**config.mk**
```make
export PLATFORM = sky130hd
export DESIGN_NAME = delta_calc_scheduler
export DESIGN_NICKNAME = d
export VERILOG_FILES = /design/src/rtl/delta_calc_scheduler_pkg.sv /design/src/rtl/delta_calc_scheduler_rr_arbiter4.sv /design/src/rtl/delta_calc_scheduler.sv
export SDC_FILE = /design/constraint.sdc
export NUM_CORES = 1
export LEC_CHECK = 0
export BUFFER_PORTS_ARGS = -buffer_cell sky130_fd_sc_hd__buf_2
export CAP_MARGIN = 20
export CORE_MARGIN = 4
export CORE_UTILIZATION = 48
export CTS_CLUSTER_DIAMETER = 30
export DETAILED_ROUTE_END_ITERATION = 6
export PLACE_DENSITY = 0.8
export SETUP_SLACK_MARGIN = 0.05
export SLEW_MARGIN = 10
export SYNTH_ARGS = -nofsm -noshare
export SYNTH_HDL_FRONTEND = slang
export SYNTH_SLANG_ARGS = --single-unit
```
**constraint.sdc**
```tcl
create_clock -name clock_i -period 2.3 [get_ports clock_i]
set_input_delay 0.575 -clock clock_i [delete_from_list [all_inputs] [get_ports clock_i]]
set_output_delay 0.575 -clock clock_i [all_outputs]
set_load 0.03 [all_outputs]
```
**src/rtl/delta_calc_scheduler_pkg.sv**
```systemverilog
// Shared constants and types for the delta-calculation scheduler.
// Latency: n/a (declarations only).
// Backpressure: n/a.
package delta_calc_scheduler_pkg;

  localparam int NUM_CH          = 4;
  localparam int ANGLE_W         = 12;
  localparam int TIMEOUT_CYC_DEF = 64;

  typedef enum logic [1:0] {
    ST_IDLE = 2'd0,
    ST_WAIT = 2'd1,
    ST_DONE = 2'd2
  } state_e;

  // Index of the (single) set bit of a 4-bit one-hot vector; 0 when empty.
  function automatic logic [1:0] onehot4_to_idx(input logic [3:0] oh);
    logic [1:0] idx;
    idx = 2'd0;
    for (int i = 0; i < 4; i++) begin
      if (oh[i]) idx = 2'(i);
    end
    return idx;
  endfunction

endpackage

```
**src/rtl/delta_calc_scheduler_rr_arbiter4.sv**
```systemverilog
// 4-way round-robin arbiter: one-hot grant of the first requester at or after ptr_i.
// Latency: combinational.
// Backpressure: none; the caller decides when a grant is taken.
// Ports: req_i[3:0] requests, ptr_i search start channel, grant_o[3:0] one-hot grant (0 if no request).
module rr_arbiter4 (
  input  logic [3:0] req_i,
  input  logic [1:0] ptr_i,
  output logic [3:0] grant_o
);

  logic [7:0] req_dbl;
  logic [3:0] req_rot;
  logic [3:0] pick_rot;
  logic [7:0] pick_dbl;

  always_comb begin
    // Rotate so bit k of req_rot is channel (ptr+k) mod 4, take the lowest
    // set bit, then rotate the pick back into channel order.
    req_dbl  = {req_i, req_i};
    req_rot  = req_dbl[ptr_i +: 4];
    pick_rot = req_rot & (~req_rot + 4'd1);
    pick_dbl = {pick_rot, pick_rot} << ptr_i;
    grant_o  = pick_dbl[7:4];
  end

endmodule

```
**src/rtl/delta_calc_scheduler.sv**
```systemverilog
// Time-shares one delta-angle datapath among 4 steering channels, round-robin.
// Latency: grant 1 cycle after req, done/timeout_err 1 cycle after calc_updated (or TIMEOUT_CYC cycles), then 1 idle cycle.
// Backpressure: requesters hold req until their done/timeout_err pulse; one operation in flight at a time.
// Ports: clock_i/reset_i (sync, active-high); req_i, target/current angle buses (12 bits per channel);
//        calc_* handshake to the shared datapath; result_dir_o/result_delta_o latched per channel;
//        done_o/timeout_err_o one-cycle per-channel pulses; busy_o high outside IDLE.
module delta_calc_scheduler #(
  parameter int NUM_CH      = delta_calc_scheduler_pkg::NUM_CH,
  parameter int TIMEOUT_CYC = delta_calc_scheduler_pkg::TIMEOUT_CYC_DEF
) (
  input  logic                   clock_i,
  input  logic                   reset_i,
  input  logic [NUM_CH-1:0]      req_i,
  input  logic [NUM_CH*12-1:0]   target_angle_bus_i,
  input  logic [NUM_CH*12-1:0]   current_angle_bus_i,
  output logic                   calc_enable_o,
  output logic [11:0]            calc_target_o,
  output logic [11:0]            calc_current_o,
  input  logic                   calc_dir_i,
  input  logic [11:0]            calc_delta_i,
  input  logic                   calc_updated_i,
  output logic [NUM_CH-1:0]      result_dir_o,
  output logic [NUM_CH*12-1:0]   result_delta_o,
  output logic [NUM_CH-1:0]      done_o,
  output logic [NUM_CH-1:0]      timeout_err_o,
  output logic                   busy_o
);

  import delta_calc_scheduler_pkg::*;

  localparam int CNT_W = $clog2(TIMEOUT_CYC + 1);

  state_e                 state_q, state_d;
  logic [1:0]             grant_idx_q, grant_idx_d;
  logic [1:0]             rr_ptr_q, rr_ptr_d;
  logic [CNT_W-1:0]       tmo_cnt_q, tmo_cnt_d;
  logic                   calc_enable_q, calc_enable_d;
  logic [ANGLE_W-1:0]     calc_target_q, calc_target_d;
  logic [ANGLE_W-1:0]     calc_current_q, calc_current_d;
  logic [NUM_CH-1:0]      result_dir_q, result_dir_d;
  logic [NUM_CH*12-1:0]   result_delta_q, result_delta_d;
  logic [NUM_CH-1:0]      done_q, done_d;
  logic [NUM_CH-1:0]      timeout_err_q, timeout_err_d;
  logic [3:0]             arb_grant;

  rr_arbiter4 u_arb (
    .req_i   (req_i),
    .ptr_i   (rr_ptr_q),
    .grant_o (arb_grant)
  );

  always_comb begin
    state_d        = state_q;
    grant_idx_d    = grant_idx_q;
    rr_ptr_d       = rr_ptr_q;
    tmo_cnt_d      = tmo_cnt_q;
    calc_enable_d  = calc_enable_q;
    calc_target_d  = calc_target_q;
    calc_current_d = calc_current_q;
    result_dir_d   = result_dir_q;
    result_delta_d = result_delta_q;
    done_d         = '0;
    timeout_err_d  = '0;

    unique case (state_q)
      ST_IDLE: begin
        if (|req_i) begin
          grant_idx_d    = onehot4_to_idx(arb_grant);
          calc_target_d  = target_angle_bus_i[grant_idx_d*ANGLE_W +: ANGLE_W];
          calc_current_d = current_angle_bus_i[grant_idx_d*ANGLE_W +: ANGLE_W];
          rr_ptr_d       = grant_idx_d + 2'd1;
          calc_enable_d  = 1'b1;
          tmo_cnt_d      = '0;
          state_d        = ST_WAIT;
        end
      end
      ST_WAIT: begin
        // A completion on the last timeout cycle takes precedence.
        if (calc_updated_i) begin
          result_dir_d[grant_idx_q]                          = calc_dir_i;
          result_delta_d[grant_idx_q*ANGLE_W +: ANGLE_W]     = calc_delta_i;
          done_d[grant_idx_q]                                = 1'b1;
          calc_enable_d                                      = 1'b0;
          state_d                                            = ST_DONE;
        end else if (tmo_cnt_q == CNT_W'(TIMEOUT_CYC - 1)) begin
          timeout_err_d[grant_idx_q] = 1'b1;
          calc_enable_d              = 1'b0;
          state_d                    = ST_DONE;
        end else begin
          tmo_cnt_d = tmo_cnt_q + CNT_W'(1);
        end
      end
      ST_DONE: begin
        state_d = ST_IDLE;
      end
      default: begin
        state_d       = ST_IDLE;
        calc_enable_d = 1'b0;
      end
    endcase
  end

  always_ff @(posedge clock_i) begin
    if (reset_i) begin
      state_q        <= ST_IDLE;
      grant_idx_q    <= '0;
      rr_ptr_q       <= '0;
      tmo_cnt_q      <= '0;
      calc_enable_q  <= 1'b0;
      calc_target_q  <= '0;
      calc_current_q <= '0;
      result_dir_q   <= '0;
      result_delta_q <= '0;
      done_q         <= '0;
      timeout_err_q  <= '0;
    end else begin
      state_q        <= state_d;
      grant_idx_q    <= grant_idx_d;
      rr_ptr_q       <= rr_ptr_d;
      tmo_cnt_q      <= tmo_cnt_d;
      calc_enable_q  <= calc_enable_d;
      calc_target_q  <= calc_target_d;
      calc_current_q <= calc_current_d;
      result_dir_q   <= result_dir_d;
      result_delta_q <= result_delta_d;
      done_q         <= done_d;
      timeout_err_q  <= timeout_err_d;
    end
  end

  assign calc_enable_o  = calc_enable_q;
  assign calc_target_o  = calc_target_q;
  assign calc_current_o = calc_current_q;
  assign result_dir_o   = result_dir_q;
  assign result_delta_o = result_delta_q;
  assign done_o         = done_q;
  assign timeout_err_o  = timeout_err_q;
  assign busy_o         = (state_q != ST_IDLE);

endmodule

```
==> results.cfg, run 1 <==
[drt]
drt-met1-wl_um = 6062
wl_met3_um = 1108
wl_per_cell_um = 17.65
route.met2.wl_um = 7535
via_per_inst = 5.821
vias = 4977
drc = 0
first_pass_iters = 5
drt_wl_total_um = 15090
antenna_left = 0
top_layer_used = met4
drtIter0Drc = 467

[cts]
clk_latency_ns = 0.37
numCtsBuffers = 9
clkTransAtPathRegs_ns = 0.10
cts_tree = built
cts_htree_levels = 3
cts_sinks = 98
cts-root-buf = clkbuf_8
holdBufCountCts = 0
post_cts.repair.setup_buffers = 0
clk_path_buf_depth = 2

[setup_path]
crit_path_start_kind = flip-flop
endpoint_kind = flip-flop
max_stage_delay_ns = 0.40
reg2reg_depth = 9
reg2reg_to = result_delta_o[8]
worstPathArrival_ns = 2.32
crit_top_cell = buf_4
critPathMaxFanout = 11
cpMaxStageDelayCell = ha_1
worstSetupPathType = flip-flop to flip-flop
cp.required_ns = 2.61
r2r_start = grant_idx_q[0]
r2r_setup_slack_ns = 0.30
path_cells = inv_1 -> buf_4 -> ha_1 -> buf_4 -> nor2b_1 -> a22oi_1 -> nor4_1 -> a21oi_1 -> nor2_1

[hold_path]
min_from = result_delta_o[42]
hold_path_depth = 2
hold_path_end = result_delta_o[42]
worstHoldPathType = flip-flop to flip-flop

[place]
placed_cells_incl_taps = 838
port_buffers = 201
placed_area_um2 = 5967
gp_congestion = 0.8248
hpwl_um = 11280

[layout]
fin_area_um2 = 6158
finalNetCount = 841
drive_above_1_share = 0.4078
areaGrowthSynthToFinish_pct = 29.46
fillers = 837
final_cells = 855

[floorplan]
die_h_um = 107.6
io-pin-count = 202
fp.coreArea_um2 = 9729
die_w_um = 107.6
rows = 36
start_util = 0.4889
dieArea_um2 = 11570

[pwr]
power_density_nw_per_um2 = 702.6
peakVddDrop_uv = 276.3
p_leak_nw = 2.721

[yosys]
ys_warn_count = 0
synth_top_cell_by_area = dfxtp_1
yosysMostFrequentCell = dfxtp_1
synth.cell_area_um2 = 4757
synth_area_leaders = dfxtp_1 (41%), a221oi_2 (6.3%), o22ai_2 (5.3%)
synth_edf_count = 0
syn_area_per_cell_um2 = 9.078
ys_seq_elements = 98
synth_cell_types = 49
synth_top_area_frac = 0.4124
post_synth_most_frequent_cells = dfxtp_1 (98), nor2_1 (52), nand2_1 (37)
syn-num-nets = 649
seq_area_frac_synth = 0.4124
synthArstFlopShare = 0
synthFlopType = dfxtp_1
syn_inst = 524

[sta]
setup_viol = 0
slew_headroom = 0.5449
fmax_mhz = 498.8
hold_violations = 0
grt_setup_unrepaired = false
fin_crit_ns = 2.005
final_max_slew_viol_count = 0
fin_crit_sh = 0.8717
final.setup.tns_ns = 0
finClkSkew_ns = 0.01438
tightestPinTransition_ns = 0.6764

[outcome]
status = complete, no violations

[grt]
groute.usage.overall = 0.2529
overflow = 0
antenna_found_initial = 1
grt_pass1_vias = 4786
grt_max_degree = 47
grt_pass1_wl_um = 23700

[flow_run]
maxCapViolCount = 0
==> cell families (layout without fill, tap and decap cells) <==
kind of cell / after synthesis / in the layout / share of synthesized area
xor gates and xnor gates: 4 / 4 / 0.007364
adders and majority gates: 9 / 9 / 0.02367
other: 0 / 1 / 0
muxes: 9 / 9 / 0.01999
AOI/OAI and AO/OA: 182 / 182 / 0.3167
and+or+nand+nor: 173 / 173 / 0.1736
DFF: 98 / 98 / 0.4124
buffers and inverters: 49 / 246 / 0.04629
==> flip-flops by register name, summed over array words and instances, names as in the netlist, 2 cells and up <==
register and flops:
done_o 4, tmo_cnt_q 7, state_q 2, timeout_err_o 4
result_dir_o 4, grant_idx_q 2, calc_current_o 12, calc_target_o 12
result_delta_o 48, rr_ptr_q 2
==> layout by cell type, fill, tap and decap left out, drive strengths merged, types with 11 or more instances in the layout <==
master,netlist,layout
and2,14,14
a21oi,35,35
nand2,38,38
buf,14,225
nor2,52,52
nand3,22,22
nor2b,11,11
dfxtp,98,98
a22oi,29,29
a221oi,24,24
o21bai,24,24
o22ai,49,49
nor3,15,15
==> layer usage <==
layer,up-vias,track usage
li1,2337,-
met3,36,0.04619
met5,-,0
met4,0,0.09919
met1,2388,0.3045
met2,216,0.4440
==> worst max path at each step <==
| stage | slack, ns | cells past startpoint | endpoint | startpoint |
|---|---|---|---|---|
| 2_1_floorplan | 0.27 | 8 | result_delta_o[17] | grant_idx_q[0] |
| 3_3_place_gp | 0.15 | 7 | calc_current_o[1] | req_i[0] |
| 3_5_place_dp | 0.08 | 7 | calc_current_o[11] | req_i[0] |
| 4_1_cts | 0.15 | 7 | result_delta_o[35] | grant_idx_q[1] |
| 5_1_grt | 0.11 | 9 | result_delta_o[8] | grant_idx_q[0] |
| 6_report | 0.30 | 9 | result_delta_o[8] | grant_idx_q[0] |
==> worst max-delay path, delay by kind of cell, from the launching register on <==
kind                     cells  cell delay [ns]
AO/OA/AOI/OAI                2             0.18
adder cells (fa/ha/maj)      1             0.40
buffers and inverters        3             0.46
flip-flops                   1             0.32
AND/OR/NAND/NOR              3             0.58
==> final cells by class <==
class	count	area, um2	share of cell area
multi-input combinational	377	2586	0.4200
sequential	98	1962	0.3186
tap	133	166.4	0.02702
clock inverter	6	48.80	0.007924
inverter	5	18.77	0.003048
clock buffer	10	137.6	0.02235
timing repair buffer	225	1236	0.2007
antenna	1	2.502	0.0004063
==> report_power, final <==
group / internal, W / switching [W] / leakage, nW
clock network: 0.000437 / 0.000643 / 0.0912
logic: 0.000508 / 0.000872 / 1.83
registers: 0.00180 / 0.0000662 / 0.798
==> through the flow <==
| stage | utilization | power (W) | hold slack [ns] | worst slack (ns) |
|---|---|---|---|---|
| 2_1_floorplan | - | 0.002826 | 0.4999 | 0.2686 |
| 3_3_place_gp | 0.6133 | 0.003231 | 0.4371 | 0.1505 |
| 3_5_place_dp | 0.6133 | 0.003273 | 0.4433 | 0.07807 |
| 4_1_cts | 0.6325 | 0.004337 | 0.4563 | 0.1506 |
| 5_1_grt | 0.6330 | 0.004525 | 0.4794 | 0.1120 |
| 6_report | 0.6330 | 0.004327 | 0.4554 | 0.2951 |
==> timing repair <==
item / in CTS / in global routing
setup endpoints to repair: 0 / 23
hold endpoints to repair: 0 / 0
gates resized for setup: 0 / 1
Power figures use the tool's default switching activity.
==> inputs of run 2 (changes only) <==
--- a/config.mk
+++ b/config.mk
@@ -8,12 +8,13 @@
 export BUFFER_PORTS_ARGS = -buffer_cell sky130_fd_sc_hd__buf_2
 export CAP_MARGIN = 20
 export CORE_MARGIN = 4
-export CORE_UTILIZATION = 48
+export CORE_UTILIZATION = 49
 export CTS_CLUSTER_DIAMETER = 30
 export DETAILED_ROUTE_END_ITERATION = 6
-export PLACE_DENSITY = 0.8
+export PLACE_DENSITY = 0.81
 export SETUP_SLACK_MARGIN = 0.05
 export SLEW_MARGIN = 10
 export SYNTH_ARGS = -nofsm -noshare
 export SYNTH_HDL_FRONTEND = slang
+export SYNTH_HIERARCHICAL = 1
 export SYNTH_SLANG_ARGS = --single-unit
==> constraint.sdc (replaced) <==
create_clock -name clock_i -period 2.23 [get_ports clock_i]
set_input_delay 0.5575 -clock clock_i [delete_from_list [all_inputs] [get_ports clock_i]]
set_output_delay 0.5575 -clock clock_i [all_outputs]
set_load 0.03 [all_outputs]
==> run 2 against run 1 <==
Against the previous run:
- clock-buffer cell count down 1
- via count up 2.2%
- setup slack worse by 0.10 ns
- final cell count up 4.2%
- total power up 2.7%
- global-route usage up 0.21 points
- wire length down 0.91%
- utilization up 1.5 points
- critical path depth down 7
- combinational power down 11%
- clock power up 22%
- largest cell class unchanged
- highest routed layer unchanged
==> results.cfg, run 2 <==
[outcome]
status = complete, no violations

[drt]
drc = 0
drt_wl_total_um = 14950
antenna_left = 0
via_per_inst = 5.708
first_pass_iters = 6
wl_per_cell_um = 16.78
vias = 5086
drtIter0Drc = 352

[cts]
cts_tree = built
cts-root-buf = clkbuf_8
cts_sinks = 98
numCtsBuffers = 9
clk_path_buf_depth = 2
post_cts.repair.setup_buffers = 0
cts_resized = 0
clk_latency_ns = 0.37
clkTransAtPathRegs_ns = 0.10
cts_htree_levels = 3
holdBufCountCts = 0

[hold_path]
hold_path_end = result_dir_o[2]
hold_path_depth = 2
worstHoldPathType = flip-flop to flip-flop
min_from = result_dir_o[2]

[floorplan]
start_util = 0.5012
dieArea_um2 = 11660
rows = 36
fp.coreArea_um2 = 9774
io-pin-count = 202
die_h_um = 108.0
die_w_um = 108.0

[setup_path]
r2r_start = grant_idx_q[0]
reg2reg_depth = 7
r2r_setup_slack_ns = 0.26
cpMaxStageDelayCell = dfxtp_1
max_stage_delay_ns = 0.50
worstPathArrival_ns = 1.48
crit_path_start_kind = flip-flop
critPathMaxFanout = 10
worstSetupPathType = flip-flop to primary output
path_cells = or2_0 -> buf_2
reg2reg_to = result_delta_o[31]
endpoint_kind = primary output
cp.required_ns = 1.67

[flow_run]
maxCapViolCount = 0

[sta]
fin_hold_ws_ns = 0.4586
final_max_slew_viol_count = 0
grt_setup_unrepaired = false
finClkSkew_ns = 0.01026
tightestPinTransition_ns = 0.8546
fmax_mhz = 490.3
fin_crit_ns = 2.040
fin_crit_sh = 0.9146
setup_viol = 0
final.setup.tns_ns = 0
hold_violations = 0
slew_headroom = 0.4303

[yosys]
synth.cell_area_um2 = 4898
syn_inst = 567
syn_area_per_cell_um2 = 8.639
ys_warn_count = 6
syn-num-nets = 692

[layout]
areaGrowthSynthToFinish_pct = 29.27
antenna_cells = 0
final_common_cell = buf_2
layout_common_cells = buf_2 (201), dfxtp_1 (97), a21oi_1 (56)
drive_above_1_share = 0.3338
finalNetCount = 878
largest_reg_flops = 48
final_cells = 891

[pwr]
peakVddDrop_uv = 350.7
p_leak_nw = 2.801
power_density_nw_per_um2 = 701.9

[grt]
grt_pass1_wl_um = 23850
antenna_found_initial = 0
groute.usage.overall = 0.2550
grt_max_degree = 50
overflow = 0
grt_pass1_vias = 4948

[place]
port_buffers = 201
placed_cells_incl_taps = 875
hpwl_um = 11240
gp_congestion = 0.9016
==> run 2: per-layer routing <==
layer,track usage,wire length (um)
met3,0.05493,1113
met2,0.4378,7541
met5,0,0
met4,0.1019,389
met1,0.3113,5907
==> run 2: power breakdown <==
group,internal (W),switching (W)
Sequential,0.00184,0.0000566
Clock,0.000655,0.000664
Combinational,0.000471,0.000756
Total,0.00297,0.00148
==> run 2: final cells by class <==
type | count | area (um2)
Sequential cell | 98 | 1963
Multi-Input combinational cell | 414 | 2704
Fill cell | 826 | 3442
Inverter | 9 | 35.03
Clock buffer | 9 | 123.9
Timing Repair Buffer | 221 | 1231
Clock inverter | 7 | 108.9
Tap cell | 133 | 166.4
==> run 2: how the worst max path moves through the flow <==
| stage | slack [ns] | end | cells past startpoint | start |
|---|---|---|---|---|
| floorplan | 0.1 | result_delta_o[45] | 9 | grant_idx_q[0] |
| global placement | 0.23 | calc_target_o[2] | 9 | req_i[2] |
| detailed placement | 0.15 | calc_current_o[10] | 9 | req_i[2] |
| CTS | 0.18 | busy_o | 2 | state_q[0] |
| global route | 0.09 | result_delta_o[47] | 7 | grant_idx_q[0] |
| finish | 0.19 | busy_o | 2 | state_q[0] |
==> run 2: critical path, delay by kind of cell, from the launching register on <==
kind	cells	cell delay (ns)
DFF	1	0.50
and+or+nand+nor	1	0.33
buffers and inverters	1	0.27
==> run 2: through the flow <==
stage | area [um2] | util | setup WS (ns) | total power [W]
2_1_floorplan | 4906 | - | 0.09799 | 0.002754
3_3_place_gp | 6095 | 0.6235 | 0.2304 | 0.003107
3_5_place_dp | 6095 | 0.6235 | 0.1484 | 0.003150
4_1_cts | 6327 | 0.6473 | 0.1844 | 0.004459
5_1_grt | 6332 | 0.6478 | 0.08867 | 0.004655
6_report | 6332 | 0.6478 | 0.1905 | 0.004444
==> inputs of run 3 (changes only) <==
--- a/config.mk
+++ b/config.mk
@@ -11,6 +11,7 @@
 export CORE_UTILIZATION = 49
 export CTS_CLUSTER_DIAMETER = 30
 export DETAILED_ROUTE_END_ITERATION = 6
+export MAX_ROUTING_LAYER = met4
 export PLACE_DENSITY = 0.81
 export SETUP_SLACK_MARGIN = 0.05
 export SLEW_MARGIN = 10
==> run 3 against run 2 <==
Against the previous run:
- register-to-register slack hardly changed
- critical path depth unchanged
- setup slack better by 0.0063 ns
- combinational power is essentially flat
- utilization is 0.26 points lower
- sequential share of layout area increased by 0.12 points
- final cell count unchanged
- first-iteration DRC count shrank 5.4%
- global-route usage increased by 0.46 points
- largest cell class unchanged
==> results.cfg, run 3 (synthesis results as in run 2) <==
[outcome]
status = complete, no violations

[cts]
clk_latency_ns = 0.37
clkTransAtPathRegs_ns = 0.10
holdBufCountCts = 0
cts-root-buf = clkbuf_8
cts_tree = built
cts_sinks = 98
clk_path_buf_depth = 2
cts_htree_levels = 3
numCtsBuffers = 9

[floorplan]
io-pin-count = 202
fp.coreArea_um2 = 9774
start_util = 0.5012
die_h_um = 108.0
die_w_um = 108.0
rows = 36
dieArea_um2 = 11660

[layout]
fillers = 807
seq_area_um2 = 1963
areaGrowthSynthToFinish_pct = 28.76
multi_input_area_um2 = 2710
finalNetCount = 878
antenna_cells = 0
final_common_cell = buf_2
final_cells = 891
largest_reg_flops = 48
layout_common_cells = buf_2 (201), dfxtp_1 (97), a21oi_1 (56)
drive_above_1_share = 0.3338

[grt]
overflow = 0
grt_pass1_wl_um = 23730
grt_max_degree = 50
grt_pass1_vias = 4884
antenna_found_initial = 0
groute.usage.overall = 0.2597

[sta]
setup_slack_ns = 0.1968
final.setup.tns_ns = 0
fin_crit_sh = 0.9118
tightestPinTransition_ns = 0.8724
fin_crit_ns = 2.033
fmax_mhz = 491.8
hold_violations = 0
grt_setup_unrepaired = false
final_max_slew_viol_count = 0
finClkSkew_ns = 0.009705
setup_viol = 0
slew_headroom = 0.4184

[pwr]
p_leak_nw = 2.778
power_density_nw_per_um2 = 684.0
peakVddDrop_uv = 380.1
power_w = 0.004314

[setup_path]
endpoint_kind = primary output
cp.required_ns = 1.67
critPathMaxFanout = 10
worstSetupPathType = flip-flop to primary output
crit_path_start_kind = flip-flop
worstPathArrival_ns = 1.48

[place]
port_buffers = 201
placed_cells_incl_taps = 875
gp_congestion = 0.8920
hpwl_um = 11210
pre_cts_ws_ns = 0.1072

[drt]
drtIter0Drc = 333
drt_wl_total_um = 14950
drc = 0
vias = 5133
via_per_inst = 5.761
antenna_left = 0
wl_per_cell_um = 16.78
first_pass_iters = 5

[hold_path]
worstHoldPathType = flip-flop to flip-flop

[flow_run]
maxCapViolCount = 0
## run 3: changes by cell type in the layout (fill, tap and decap cells not counted), sizes merged
cell and change:
clkbuf +1, bufinv -1, clkinvlp +2, clkinv -1, inv -1
## run 3: final timing paths
check / from / endpoint / slack, ns / cells after the start
hold reg to reg: result_delta_o[39] / result_delta_o[39] / 0.45 / 2
setup / recovery: state_q[0] / busy_o / 0.20 / 2
hold / removal: result_delta_o[39] / result_delta_o[39] / 0.45 / 2
setup reg to reg: grant_idx_q[0] / result_delta_o[47] / 0.25 / 7
## run 3: final cells by class
class,count,area share
timing repair buffer,221,0.1952
clock buffer,10,0.02023
multi-input combinational,414,0.4297
sequential,98,0.3112
inverter,9,0.005554
tap,133,0.02638
clock inverter,6,0.01170
## run 3: worst max-delay path: stages (launching register included)
cell,delay (ns)
dfxtp_1,0.50
or2_0,0.34
buf_2,0.28
## run 3: metrics by stage
step                      cell area [um2]    util  hold WS (ns)
after floorplan                      4906       -        0.4315
after global placement               6095  0.6235        0.4367
after detailed placement             6095  0.6235        0.4414
after CTS                            6296  0.6441        0.4547
after global routing                 6307  0.6453        0.4787
final                                6307  0.6453        0.4507
## run 3: timing repair
item	CTS	global route
endpoints found under the hold margin	0	0
resized for setup	0	2
endpoints found under the setup margin	0	5
buffers inserted	0	0
## run 3: where the power goes
group	internal, W	switching (W)	leakage, nW
registers	0.00184	0.0000592	0.798
logic	0.000472	0.000762	1.88
clock network	0.000533	0.000647	0.0950
## run 3: layer usage
metal  up-vias  GRT usage  share of wire
met5         -          -              0
met4         0    0.09468          0.027
met3        40    0.05015          0.073
met2       255     0.4401           0.50
met1      2393     0.3074           0.40
li1       2445          -              -
